## config.mk

```make
export PLATFORM = sky130hd
export DESIGN_NAME = hdr_ddr_ctrl
export DESIGN_NICKNAME = d
export VERILOG_FILES = /design/src/rtl/hdr_ddr_ctrl.sv
export SDC_FILE = /design/constraint.sdc
export NUM_CORES = 1
export LEC_CHECK = 0
export ABC_CLOCK_PERIOD_IN_PS = 4800
export BUFFER_PORTS_ARGS = -buffer_cell sky130_fd_sc_hd__buf_2
export CORE_ASPECT_RATIO = 0.7
export CORE_MARGIN = 2
export CORE_UTILIZATION = 50
export CTS_BUF_LIST = sky130_fd_sc_hd__clkbuf_4
export DETAILED_ROUTE_END_ITERATION = 8
export GPL_TIMING_DRIVEN = 0
export HOLD_SLACK_MARGIN = 0.12
export PLACE_DENSITY = 0.76
export RECOVER_POWER = 100
export SLEW_MARGIN = 0
export SYNTH_ARGS = -nofsm -noshare
export SYNTH_HDL_FRONTEND = slang
export SYNTH_SLANG_ARGS = --single-unit
```

## constraint.sdc

```tcl
create_clock -name i_sys_clk -period 4.8 [get_ports i_sys_clk]
set_clock_uncertainty 0.1 [all_clocks]
set_input_delay 0.72 -clock i_sys_clk [delete_from_list [all_inputs] [get_ports i_sys_clk]]
set_output_delay 0.72 -clock i_sys_clk [all_outputs]
set_load 0.03 [all_outputs]
```

## src/rtl/hdr_ddr_ctrl.sv

```systemverilog
// HDR-DDR transfer sequencer: command fetch/send, data frames to/from the regfile, optional CRC5 word.
// Define HDR_DDR_CRC_EN to include the trailing CRC frame; without it the last data frame ends the transfer.
module hdr_ddr_ctrl #(
  parameter logic [11:0] REGF_BASE = 12'd1000,
  parameter int          FRM_W     = 8
) (
  input  logic             i_sys_clk,
  input  logic             i_sys_rst,
  input  logic             i_ddrmode_en,
  input  logic [15:0]      i_regf_rd_data,
  input  logic             i_regf_rnw,
  input  logic [FRM_W-1:0] i_regf_dtcnt,
  input  logic             i_tx_mode_done,
  input  logic             i_rx_mode_done,
  input  logic [15:0]      i_rx_data,
  input  logic [1:0]       i_rx_par,
  output logic             o_regf_rd_en,
  output logic             o_regf_wr_en,
  output logic [11:0]      o_regf_addr,
  output logic [15:0]      o_regf_wr_data,
  output logic             o_tx_en,
  output logic [2:0]       o_tx_mode,
  output logic [15:0]      o_tx_word,
  output logic [1:0]       o_tx_par,
  output logic             o_rx_en,
  output logic [FRM_W-1:0] o_frm_cnt,
  output logic             o_ddr_mode_done,
  output logic             o_par_err
);

  typedef enum logic [2:0] {
    ST_IDLE, ST_FETCH_CMD, ST_CMD_TX, ST_FETCH_DATA, ST_DATA_TX, ST_DATA_RX, ST_DONE
`ifdef HDR_DDR_CRC_EN
    , ST_CRC
`endif
  } state_t;

  state_t           state_reg;
  logic             en_d_reg;
  logic             rnw_reg;
  logic [FRM_W-1:0] dtcnt_reg;
  logic             fetch_wait_reg;
`ifdef HDR_DDR_CRC_EN
  logic [4:0]       crc_reg;
`endif

  logic [FRM_W-1:0] frm_inc;
  logic             last_frm;
  logic [11:0]      data_addr;
  logic [11:0]      data_addr_inc;

  assign frm_inc       = o_frm_cnt + {{(FRM_W-1){1'b0}}, 1'b1};
  assign last_frm      = (frm_inc == dtcnt_reg);
  assign data_addr     = REGF_BASE + 12'd1 + 12'(o_frm_cnt);
  assign data_addr_inc = REGF_BASE + 12'd1 + 12'(frm_inc);

  // par[1] covers the odd bits, par[0] is the inverted XOR of the even bits
  function automatic logic [1:0] par_of(input logic [15:0] w);
    logic odd_x, even_x;
    odd_x  = 1'b0;
    even_x = 1'b0;
    for (int i = 0; i < 8; i++) begin
      odd_x  = odd_x ^ w[2*i+1];
      even_x = even_x ^ w[2*i];
    end
    return {odd_x, ~even_x};
  endfunction

`ifdef HDR_DDR_CRC_EN
  // CRC5 x^5+x^2+1, one bit per step, MSB first
  function automatic logic [4:0] crc_of(input logic [4:0] c, input logic [15:0] w);
    logic [4:0] r;
    logic       fb;
    r = c;
    for (int i = 15; i >= 0; i--) begin
      fb = r[4] ^ w[i];
      r  = {r[3:0], 1'b0} ^ {2'b00, fb, 1'b0, fb};
    end
    return r;
  endfunction
`endif

  always_ff @(posedge i_sys_clk or posedge i_sys_rst) begin
    if (i_sys_rst) begin
      state_reg       <= ST_IDLE;
      // Treat the enable as already high so a level held through reset cannot start a transfer
      en_d_reg        <= 1'b1;
      rnw_reg         <= 1'b0;
      dtcnt_reg       <= '0;
      fetch_wait_reg  <= 1'b0;
`ifdef HDR_DDR_CRC_EN
      crc_reg         <= 5'h1F;
`endif
      o_regf_rd_en    <= 1'b0;
      o_regf_wr_en    <= 1'b0;
      o_regf_addr     <= '0;
      o_regf_wr_data  <= '0;
      o_tx_en         <= 1'b0;
      o_tx_mode       <= '0;
      o_tx_word       <= '0;
      o_tx_par        <= '0;
      o_rx_en         <= 1'b0;
      o_frm_cnt       <= '0;
      o_ddr_mode_done <= 1'b0;
      o_par_err       <= 1'b0;
    end else begin
      en_d_reg        <= i_ddrmode_en;
      o_regf_rd_en    <= 1'b0;
      o_regf_wr_en    <= 1'b0;
      o_ddr_mode_done <= 1'b0;
      if (state_reg != ST_IDLE && !i_ddrmode_en) begin
        // Abort wins over any completion arriving in the same cycle
        state_reg      <= ST_IDLE;
        o_tx_en        <= 1'b0;
        o_tx_mode      <= '0;
        o_rx_en        <= 1'b0;
        fetch_wait_reg <= 1'b0;
      end else begin
        case (state_reg)
          ST_IDLE: begin
            if (i_ddrmode_en && !en_d_reg) begin
              rnw_reg        <= i_regf_rnw;
              dtcnt_reg      <= i_regf_dtcnt;
              o_par_err      <= 1'b0;
              o_frm_cnt      <= '0;
`ifdef HDR_DDR_CRC_EN
              crc_reg        <= 5'h1F;
`endif
              o_regf_rd_en   <= 1'b1;
              o_regf_addr    <= REGF_BASE;
              fetch_wait_reg <= 1'b0;
              state_reg      <= ST_FETCH_CMD;
            end
          end
          ST_FETCH_CMD: begin
            if (!fetch_wait_reg) begin
              fetch_wait_reg <= 1'b1;
            end else begin
              fetch_wait_reg <= 1'b0;
              o_tx_word      <= i_regf_rd_data;
              o_tx_par       <= par_of(i_regf_rd_data);
              o_tx_en        <= 1'b1;
              o_tx_mode      <= 3'd1;
              state_reg      <= ST_CMD_TX;
            end
          end
          ST_CMD_TX: begin
            if (i_tx_mode_done) begin
              o_tx_en   <= 1'b0;
              o_tx_mode <= '0;
              if (dtcnt_reg == '0) begin
                o_ddr_mode_done <= 1'b1;
                state_reg       <= ST_DONE;
              end else if (rnw_reg) begin
                o_rx_en   <= 1'b1;
                state_reg <= ST_DATA_RX;
              end else begin
                o_regf_rd_en <= 1'b1;
                o_regf_addr  <= data_addr;
                state_reg    <= ST_FETCH_DATA;
              end
            end
          end
          ST_FETCH_DATA: begin
            if (!fetch_wait_reg) begin
              fetch_wait_reg <= 1'b1;
            end else begin
              fetch_wait_reg <= 1'b0;
              o_tx_word      <= i_regf_rd_data;
              o_tx_par       <= par_of(i_regf_rd_data);
              o_tx_en        <= 1'b1;
              o_tx_mode      <= 3'd2;
`ifdef HDR_DDR_CRC_EN
              crc_reg        <= crc_of(crc_reg, i_regf_rd_data);
`endif
              state_reg      <= ST_DATA_TX;
            end
          end
          ST_DATA_TX: begin
            if (i_tx_mode_done) begin
              o_tx_en   <= 1'b0;
              o_tx_mode <= '0;
              o_frm_cnt <= frm_inc;
              if (last_frm) begin
`ifdef HDR_DDR_CRC_EN
                o_tx_en   <= 1'b1;
                o_tx_mode <= 3'd3;
                o_tx_word <= {11'd0, crc_reg};
                o_tx_par  <= par_of({11'd0, crc_reg});
                state_reg <= ST_CRC;
`else
                o_ddr_mode_done <= 1'b1;
                state_reg       <= ST_DONE;
`endif
              end else begin
                o_regf_rd_en <= 1'b1;
                o_regf_addr  <= data_addr_inc;
                state_reg    <= ST_FETCH_DATA;
              end
            end
          end
          ST_DATA_RX: begin
            if (i_rx_mode_done) begin
              if (par_of(i_rx_data) != i_rx_par) begin
                o_par_err       <= 1'b1;
                o_rx_en         <= 1'b0;
                o_ddr_mode_done <= 1'b1;
                state_reg       <= ST_DONE;
              end else begin
                o_regf_wr_en   <= 1'b1;
                o_regf_addr    <= data_addr;
                o_regf_wr_data <= i_rx_data;
                o_frm_cnt      <= frm_inc;
`ifdef HDR_DDR_CRC_EN
                crc_reg        <= crc_of(crc_reg, i_rx_data);
                // rx stays requested: the CRC word is the next frame
                if (last_frm) state_reg <= ST_CRC;
`else
                if (last_frm) begin
                  o_rx_en         <= 1'b0;
                  o_ddr_mode_done <= 1'b1;
                  state_reg       <= ST_DONE;
                end
`endif
              end
            end
          end
`ifdef HDR_DDR_CRC_EN
          ST_CRC: begin
            if (rnw_reg) begin
              if (i_rx_mode_done) begin
                if (i_rx_data[4:0] != crc_reg) o_par_err <= 1'b1;
                o_rx_en         <= 1'b0;
                o_ddr_mode_done <= 1'b1;
                state_reg       <= ST_DONE;
              end
            end else if (i_tx_mode_done) begin
              o_tx_en         <= 1'b0;
              o_tx_mode       <= '0;
              o_ddr_mode_done <= 1'b1;
              state_reg       <= ST_DONE;
            end
          end
`endif
          ST_DONE: state_reg <= ST_IDLE;
          default: state_reg <= ST_IDLE;
        endcase
      end
    end
  end

endmodule
```

Word level (Yosys, flattened, before mapping). Index checks and enable logic that the tools add are counted.

Word-level logic and storage cells: 176. Input port bits: 48. Register bits after elaboration: 77.

Add/subtract/negate cells: 3. Equality and inequality tests: 27. Mux-type cells: 70. Reduce and logical (&&, ||, !) cells: 27. Bitwise logic cells: 32.

Operator list (count): two-way mux 12 bit (8); one-hot mux 12 bit (4 select lines) (1); two-way mux 3 bit (15); two-way mux 1 bit (33); two-way mux 8 bit (4); bitwise XOR 1 bit (28); != test 3 bit, second input constant (8); one-hot mux 8 bit (3 select lines) (1); adder 10 x 8 -> 11 bit, first input constant (2); != test 2 bit, second input constant (9); one-hot mux 3 bit (6 select lines) (1); nonzero test 3 bit (5); AND reduction 6 bit (2); AND reduction 10 bit (1); one-hot mux 3 bit (3 select lines) (1); AND reduction 3 bit (3); adder 8 x 1 -> 8 bit, second input constant (1); equality test 8 bit (1); zero test 8 bit (1); one-hot mux 1 bit (2 select lines) (4); AND reduction 4 bit (2); nonzero test 4 bit (2); AND reduction 7 bit (1); equality test 3 x 2 -> 1 bit, second input constant (2); other kinds (14) (23).

Depth between registers and ports, before layout. Gate-level depths: netlist of run 1.

Word-level depth: 13. Gate-level depth with buffers: 13. Depth with buffers taken out: 12.

Least setup slack after synthesis of run 1. OpenSTA, ideal clock, no wires.

Path type: in2reg. Start: input port i_rx_data[1]. End: register o_regf_wr_data[10]. Setup time: 0.125 ns. Required time: 4.575 ns. Cell stages on the path: 7. Arrival time: 2.503 ns. Path buffers: 1. Slack: 2.072 ns. Cells stage by stage: xnor2_1 -> xnor3_1 -> xnor2_1 -> or2_4 -> nor3_4 -> buf_8 -> mux2_4.

Longest elaborated chain between the ends: 10.

RTL lines: from (decl) (RTL line 15) `input logic [15:0] i_rx_data,`; bitwise XOR 1 bit (7 in a row) (RTL line 63) `odd_x = odd_x ^ w[2*i+1];`; != test 2 bit (RTL line 204) `if (par_of(i_rx_data) != i_rx_par) begin`; inverter 1 bit (no source line); AND reduction 4 bit (no source line); to (signal assigned) (RTL line 212) `o_regf_wr_data <= i_rx_data;`; to (decl) (RTL line 20) `output logic [15:0] o_regf_wr_data,`.

Every way passes these cells. A chain may end at the register's enable or synchronous reset.

Worst setup path after layout of run 1.
Start: register state_reg[2]. End: register o_regf_wr_data[6].

Longest elaborated chain between the ends: 4. Elaborated cells on any way between the ends: 5.

RTL lines: from (decl) (RTL line 38) `state_t state_reg;`; from (signal assigned) (RTL line 85) `state_reg <= ST_IDLE;`; from (signal assigned) (RTL line 113) `state_reg <= ST_IDLE;`; from (signal assigned) (RTL line 132) `state_reg <= ST_FETCH_CMD;`; nonzero test 3 bit (RTL line 111) `if (state_reg != ST_IDLE && !i_ddrmode_en) begin`; logical AND 1 bit (RTL line 111); inverter 1 bit (no source line); AND reduction 4 bit (no source line) *.

Mark *: on every way between the ends. The rest lies on a longest branch, timed or not.

==> results of run 1 <==
-- layout by cell type (no fill, tap or decap), types with 3 or more instances in the layout --
cell	count
nand2_1	29
mux2_1	8
buf_2	48
nor4_1	6
nand2b_1	7
o22ai_1	4
nor2b_1	5
and3_1	3
o31ai_1	5
dfrtp_1	74
o32ai_1	5
a21oi_1	15
xnor2_1	39
clkbuf_1	81
inv_1	12
nor2_1	27
clkbuf_4	11
mux2_2	33
o21ai_0	29
nor3_1	10
nand3_1	8
xor2_1	7
buf_4	4
a31oi_1	9
and2_1	3
o211ai_1	4
-- per-layer routing --
layer,vias to the layer above,GRT usage,share of wire
li1,1739,-,-
met5,-,0,0
met1,1731,0.3192,0.46
met3,22,0.07601,0.082
met4,0,0.05663,0.012
met2,178,0.3621,0.44
-- cell families (layout without fill, tap and decap cells) --
logic type | after synthesis | count (layout)
XOR/XNOR | 48 | 48
AO/OA/AOI/OAI | 92 | 92
other | 1 | 3
AND/OR/NAND/NOR | 118 | 118
buffers and inverters | 40 | 165
flip-flops | 75 | 75
adder cells (fa/ha/maj) | 2 | 2
multiplexers | 44 | 44
-- cell type report --
class | count | area share
diodes | 1 | 0.0005016
plain buffers | 26 | 0.02307
clock buffers | 11 | 0.01655
clock inverters | 5 | 0.01104
inverters | 14 | 0.01079
multi-input cells | 306 | 0.4384
flip-flops and latches | 75 | 0.3765
well taps | 105 | 0.02634
repair buffers | 109 | 0.09681
-- worst register-to-register path: stages (launching register included) --
cell      delay, ns
dfrtp_1        0.35
clkbuf_1       0.38
nand2b_1       0.09
clkbuf_1       0.29
nor2_1         0.28
nand2_1        0.11
nor3_1         0.91
clkbuf_1       0.53
mux2_1         0.39
-- through the flow --
step / cells / hold WS, ns / cell area [µm²]
2_1_floorplan: 421 / 0.4153 / 4302
3_3_place_gp: 634 / 0.3588 / 4974
3_5_place_dp: 635 / 0.3624 / 4996
4_1_cts: 651 / 0.1465 / 5134
5_1_grt: 651 / 0.3388 / 4986
6_report: 652 / 0.3713 / 4989
-- report_power, final --
| group | switching (W) | leakage (nW) | total (W) | internal [W] |
|---|---|---|---|---|
| Combinational | 0.000868 | 1.09 | 0.00132 | 0.000456 |
| Clock | 0.000221 | 0.0745 | 0.000390 | 0.000169 |
| Sequential | 0.000135 | 0.950 | 0.000962 | 0.000826 |
-- final timing paths --
check                                  start  depth (start not counted)                end
min in group asynchronous          i_sys_rst                          2       o_tx_word[7]
worst max register to register  state_reg[2]                          8  o_regf_wr_data[6]
worst min-delay path            i_ddrmode_en                          1           en_d_reg
worst min register to register  o_tx_mode[0]                          1       o_tx_mode[0]
worst max-delay path            state_reg[2]                          8  o_regf_wr_data[6]
max in group asynchronous          i_sys_rst                          3       o_frm_cnt[3]
==> qor.txt, run 1 <==
largest family of logic cells by synthesized area = simple AND/OR/NAND/NOR gates
area occupied by multi-input gates = 2187 µm²
Clock Tree Root = clkbuf_4
multiplexer share of the synthesized area = 0.1237
total global-route track usage = 0.2329
Post-Synth Adder-Cell Area = 0.005822
Clock Pin Slew Worst Setup and Hold Paths = 0.12 ns
DRT Wirelength = 10440 µm
Nets = 591
chip width = 114.8 µm
Layout Utilization = 0.5933
YS warnings = 0
asr flop ratio synth = 1.000
period utilisation layout = 0.7366
Max Cap Viol = 1
CP arrival = 3.76 ns
Hold Vio Cnt, Final = 0
final period demand of the worst path = 3.535 ns
worst-path fanout max = 10
status = finished with violations
CP endpoint kind = register
top area cells in the synthesized netlist = dfrtp_1 43%, mux2_2 8.6%, xnor2_1 7.9%, mux2_4 3.5%, o21ai_0 3.4%
syn_area_per_cell = 10.23 µm²
Slew headroom = -0.008628
Distinct cells, synth = 65
Synth Area in XOR/XNOR = 0.1042
# rows = 28
Setup CP Type = register to register
die area = 9365 µm²
final setup vio count = 0
Routed Antenna Nets = 0
Overflow after GRT = 0
Area growth syn-to-layout = 16.07%
fillcell total = 785
post-route worst setup slack = 1.265 ns
worst slew pin tran = 1.505 ns
die height = 81.57 µm
pre-CTS setup slack = 1.681 ns
clk_lat worst skew = 0.45 ns
FF/Latch Area = 1878 µm²
Top delay family on crit path = simple AND/OR/NAND/NOR gates
CP Cell Sequence = clkbuf_1 > nand2b_1 > clkbuf_1 > nor2_1 > nand2_1 > nor3_1 > clkbuf_1 > mux2_1
crit path launch type = register
EDFF count, synth = 0
Hold-fix buffers, CTS = 0
initial antenna violation count = 0
worst min path class = input port to register
RSZ-0062 raised after global routing = false
Post-Synth Simple-Gate Area = 0.1470
drt initial violations = 322
first-pass GRT wire length = 16810 µm
register bit total from synthesis = 75
Synth top area share = 0.4309
top cells by count, synth = 74 x dfrtp_1, 39 x xnor2_1, 33 x mux2_2
I/O pin count = 111
wire per inst = 16.01 µm
FMAX = 0.2828 GHz
delay of the slowest critical-path stage = 0.91 ns
Pwr Total = 0.002676 W
number of global-route vias before repair = 3457
largest area contributor in the netlist = dfrtp_1
RePlAce Congestion = 0.9435
CTS buffer count = 9
Vias = 3670
fraction of layout cells with a size suffix above 1 = 0.2033
Initial Utilization = 0.5112
dpl hpwl = 7902 µm
CTS Sinks = 75
Gate Count Post-Synth = 420
DRC viols = 0
Critical Path RT = 5.03 ns
largest net degree at the start of global routing = 43
worst path bufs/invs = 3
Peak VDD IR = 0.0004018 V
CTS tree = done
input/output buffers = 108
Post-CTS Setup Bufs = 0
sequential area share after synthesis = 0.4370
failing checks = capacitance limit, slew limit
Std-Cell Core Area = 8408 µm²
vias per inst = 5.629
Pwr per Cell Area = 536.4 nW/µm²
leakage = 2.113 nW
TritonRoute pass-1 iters = 5
Slew Limit Fails = 34
Post-synth top flop = dfrtp_1
H-tree depth = 3
setup TNS = 0 ns
complex-gate fraction of the synthesized area = 0.1374
largest registers = o_regf_wr_data x16, o_tx_word x16, o_regf_addr x11
CP most frequent cell = clkbuf_1
slowest stage cell on the critical path = nor3_1
Netlist Area Pre-Place = 4298 µm²
post-CTS resize count = 0
Longest Clk Path Bufs = 2
Worst R2R Setup Slack = 1.26 ns
most numerous cell in the Yosys netlist = dfrtp_1
Note: power is estimated with default switching activity, not from simulation.
==> inputs of run 2 (changes only) <==
Settings changed: ABC_AREA from default to 1, ABC_CLOCK_PERIOD_IN_PS 4800 to 3200, PLACE_DENSITY 0.76 to 0.79.
Clock period 4.8 ns to 3.2 ns, I/O delays scaled along.
==> run 2 against run 1 <==
Effect of this change: the flow now finishes without violations; final cell count increased by 22%; synthesized area shrank 2.1%; highest routed layer unchanged; hold slack got worse by 0.21 ns; critical path type unchanged; largest cell class unchanged; via count rose by 8.3%; setup slack got worse by 0.65 ns.
==> qor.txt, run 2 <==
wire per inst = 13.41 µm (was 16.01 µm)
crit path launch type = register (unchanged)
DRT Wirelength = 10650 µm (was 10440 µm)
CTS Sinks = 75 (unchanged)
CP arrival = 2.82 ns (was 3.76 ns)
vias per inst = 5.004 (was 5.629)
Slew Limit Fails = 0 (was 34)
dpl hpwl = 8254 µm (was 7902 µm)
post-CTS resize count = 0 (unchanged)
clk_lat worst skew = 0.43 ns (was 0.45 ns)
sequential area share after synthesis = 0.4465 (was 0.4370)
Gate Count Post-Synth = 566 (was 420)
EDFF count, synth = 0 (unchanged)
combinational share of power = 0.492 (was 0.495)
pre-CTS setup slack = 0.9378 ns (was 1.681 ns)
Std-Cell Core Area = 8006 µm² (was 8408 µm²)
TritonRoute pass-1 iters = 5 (unchanged)
H-tree depth = 3 (unchanged)
worst-path fanout max = 10 (unchanged)
cell count of the worst reg-to-reg path = 15 (was 8)
worst reg2reg endpoint = o_regf_addr[7] (was o_regf_wr_data[6])
placed cell count = 777 (was 635)
Sequential Power Share = 0.329 (was 0.359)
chip width = 113.6 µm (was 114.8 µm)
final period demand of the worst path = 2.586 ns (was 3.535 ns)
FMAX = 0.3867 GHz (was 0.2828 GHz)
Netlist Area Pre-Place = 4207 µm² (was 4298 µm²)
Pwr per Cell Area = 922.9 nW/µm² (was 536.4 nW/µm²)
Hold Vio Cnt, Final = 0 (unchanged)
final setup vio count = 0 (unchanged)
RSZ-0062 raised after global routing = false (unchanged)
RePlAce Congestion = 0.9522 (was 0.9435)
Post-synth top flop = dfrtp_1 (unchanged)
largest net degree at the start of global routing = 51 (was 43)
period utilisation layout = 0.8082 (was 0.7366)
syn_area_per_cell = 7.432 µm² (was 10.23 µm²)
first-pass GRT wire length = 17770 µm (was 16810 µm)
hold_ws = 0.1581 ns (was 0.3713 ns)
CP endpoint kind = register (unchanged)
launch point of the worst path = o_frm_cnt[1] (was state_reg[2])
clock share of power = 0.179 (was 0.146)
Nets = 739 (was 591)
Distinct cells, synth = 36 (was 65)
Switching Fraction = 0.4811 (was 0.4576)
Longest Clk Path Bufs = 2 (unchanged)
Clock Pin Slew Worst Setup and Hold Paths = 0.13 ns (was 0.12 ns)
Pint = 0.002389 W (was 0.001451 W)
Slew headroom = 0.1281 (was -0.008628)
Worst R2R Setup Slack = 0.61 ns (was 1.26 ns)
Non-Filler Instances = 794 (was 652)
top area cells in the synthesized netlist = dfrtp_1 44%, nand2_1 21%, nand3_1 4.5%, inv_1 3.9%, o21ai_1 3.1% (was dfrtp_1 43%, mux2_2 8.6%, xnor2_1 7.9%, mux2_4 3.5%, o21ai_0 3.4%)
origin of the critical flop-to-flop path = o_frm_cnt[1] (was state_reg[2])
Overflow after GRT = 0 (unchanged)
Hold-fix buffers, CTS = 2 (was 0)
worst min path class = input port to register (unchanged)
Initial Utilization = 0.5254 (was 0.5112)
register bit total from synthesis = 75 (unchanged)
WHS Endpoint = dtcnt_reg[3] (was en_d_reg)
die area = 9174 µm² (was 9365 µm²)
CTS buffer count = 9 (unchanged)
Synth top area share = 0.4402 (was 0.4309)
largest area contributor in the netlist = dfrtp_1 (unchanged)
hold path start = i_regf_dtcnt[3] (was i_ddrmode_en)
most numerous cell in the Yosys netlist = nand2_1 (was dfrtp_1)
top cells by count, synth = 233 x nand2_1, 74 x dfrtp_1, 44 x inv_1 (was 74 x dfrtp_1, 39 x xnor2_1, 33 x mux2_2)
DRC viols = 0 (unchanged)
worst slew pin tran = 1.301 ns (was 1.505 ns)
I/O pin count = 111 (unchanged)
Post-CTS Setup Bufs = 0 (unchanged)
largest registers = o_regf_wr_data x16, o_tx_word x16, o_regf_addr x11 (unchanged)
commonest non-fill, non-tap cell in the layout = nand2_1 (was clkbuf_1)
Peak VDD IR = 0.0005938 V (was 0.0004018 V)
fillcell total = 780 (was 785)
Critical Path RT = 3.43 ns (was 5.03 ns)
status = completed (was finished with violations)
die height = 80.74 µm (was 81.57 µm)
initial antenna violation count = 0 (unchanged)
asr flop ratio synth = 1.000 (unchanged)
drt initial violations = 214 (was 322)
Vias = 3973 (was 3670)
Routed Antenna Nets = 0 (unchanged)
post-route worst setup slack = 0.6137 ns (was 1.265 ns)
NetSw = 0.002215 W (was 0.001224 W)
leakage = 2.586 nW (was 2.113 nW)
Setup CP Type = register to register (unchanged)
FF/Latch Area = 1878 µm² (unchanged)
Max Cap Viol = 0 (was 1)
hold depth = 3 (was 1)
CTS tree = done (unchanged)
fraction of layout cells with a size suffix above 1 = 0.1385 (was 0.2033)
YS warnings = 0 (unchanged)
input/output buffers = 108 (unchanged)
Area growth syn-to-layout = 18.59% (was 16.07%)
# rows = 27 (was 28)
area occupied by multi-input gates = 1996 µm² (was 2187 µm²)
most frequent cells in the layout = 236 x nand2_1, 74 x dfrtp_1, 71 x clkbuf_1 (was 81 x clkbuf_1, 74 x dfrtp_1, 48 x buf_2)
Clock Tree Root = clkbuf_4 (unchanged)
number of global-route vias before repair = 3808 (was 3457)
ant diodes = 0 (was 1)
total global-route track usage = 0.2475 (was 0.2329)
run 2: cells by family after synthesis:
group           Yosys count  synth area share
flops                    75            0.4465
simple gates            330            0.3430
buf+inv                  67           0.06782
fa+ha+maj                 2          0.005948
other cells               1         0.0008915
compound gates           65           0.08180
xor+xnor                 26           0.05413
run 2: worst max-delay path, cell delays in order, from the launching register on:
cell and delay, ns:
dfrtp_1 0.45, ha_1 0.31, inv_1 0.07, nand2_1 0.09, nand2_1 0.08, nand2_1 0.06, nand2_1 0.05, nor2_1 0.08
nand2_1 0.05, nor2_1 0.14, nand4_1 0.23, nand3_1 0.20, clkbuf_1 0.37, inv_2 0.08, nand2_1 0.08, nand2_1 0.05
run 2: routing by layer:
layer / track usage / vias up / routed length, µm
met5: 0 / - / 0
met1: 0.3457 / 1791 / 5052
met3: 0.07537 / 12 / 949
met2: 0.3802 / 138 / 4532
met4: 0.06341 / 0 / 112
li1: - / 2032 / -
run 2: stage by stage:
| stage | power (W) | instance area (µm²) | utilization | setup TNS [ns] |
|---|---|---|---|---|
| final | 0.004604 | 4989 | 0.6231 | 0 |
| after global routing | 0.004950 | 4989 | 0.6231 | 0 |
| after CTS | 0.004771 | 5132 | 0.6410 | 0 |
| after detailed placement | 0.003923 | 4907 | 0.6129 | 0 |
| after global placement | 0.003869 | 4877 | 0.6092 | -14.23 |
| after floorplan | 0.003256 | 4210 | - | 0 |
run 2: layout make-up:
class	count	share of cell area
multi-input combinational	425	0.4000
sequential	75	0.3765
timing repair buffer	111	0.1023
inverter	53	0.04013
clock inverter	6	0.02759
tap	101	0.02533
buffer	14	0.01455
clock buffer	9	0.01354
run 2: worst max-delay path by stage:
| stage | endpoint | cells after the start | slack (ns) |
|---|---|---|---|
| final | o_regf_addr[7] | 15 | 0.61 |
| after global routing | o_regf_addr[7] | 15 | 0.35 |
| after CTS | fetch_wait_reg | 7 | 0.85 |
| after detailed placement | fetch_wait_reg | 6 | 0.94 |
| after global placement | o_frm_cnt[7] | 2 | -0.20 |
| after floorplan | dtcnt_reg[0] | 1 | 0.71 |
run 2: power groups by stage:
stage / registers (W) / logic, W / clock network, W
2_1_floorplan: 0.00205 / 0.00121 / 0
3_3_place_gp: 0.00152 / 0.00235 / 0
3_5_place_dp: 0.00152 / 0.00241 / 0
4_1_cts: 0.00151 / 0.00241 / 0.000847
5_1_grt: 0.00156 / 0.00251 / 0.000885
6_report: 0.00152 / 0.00226 / 0.000824
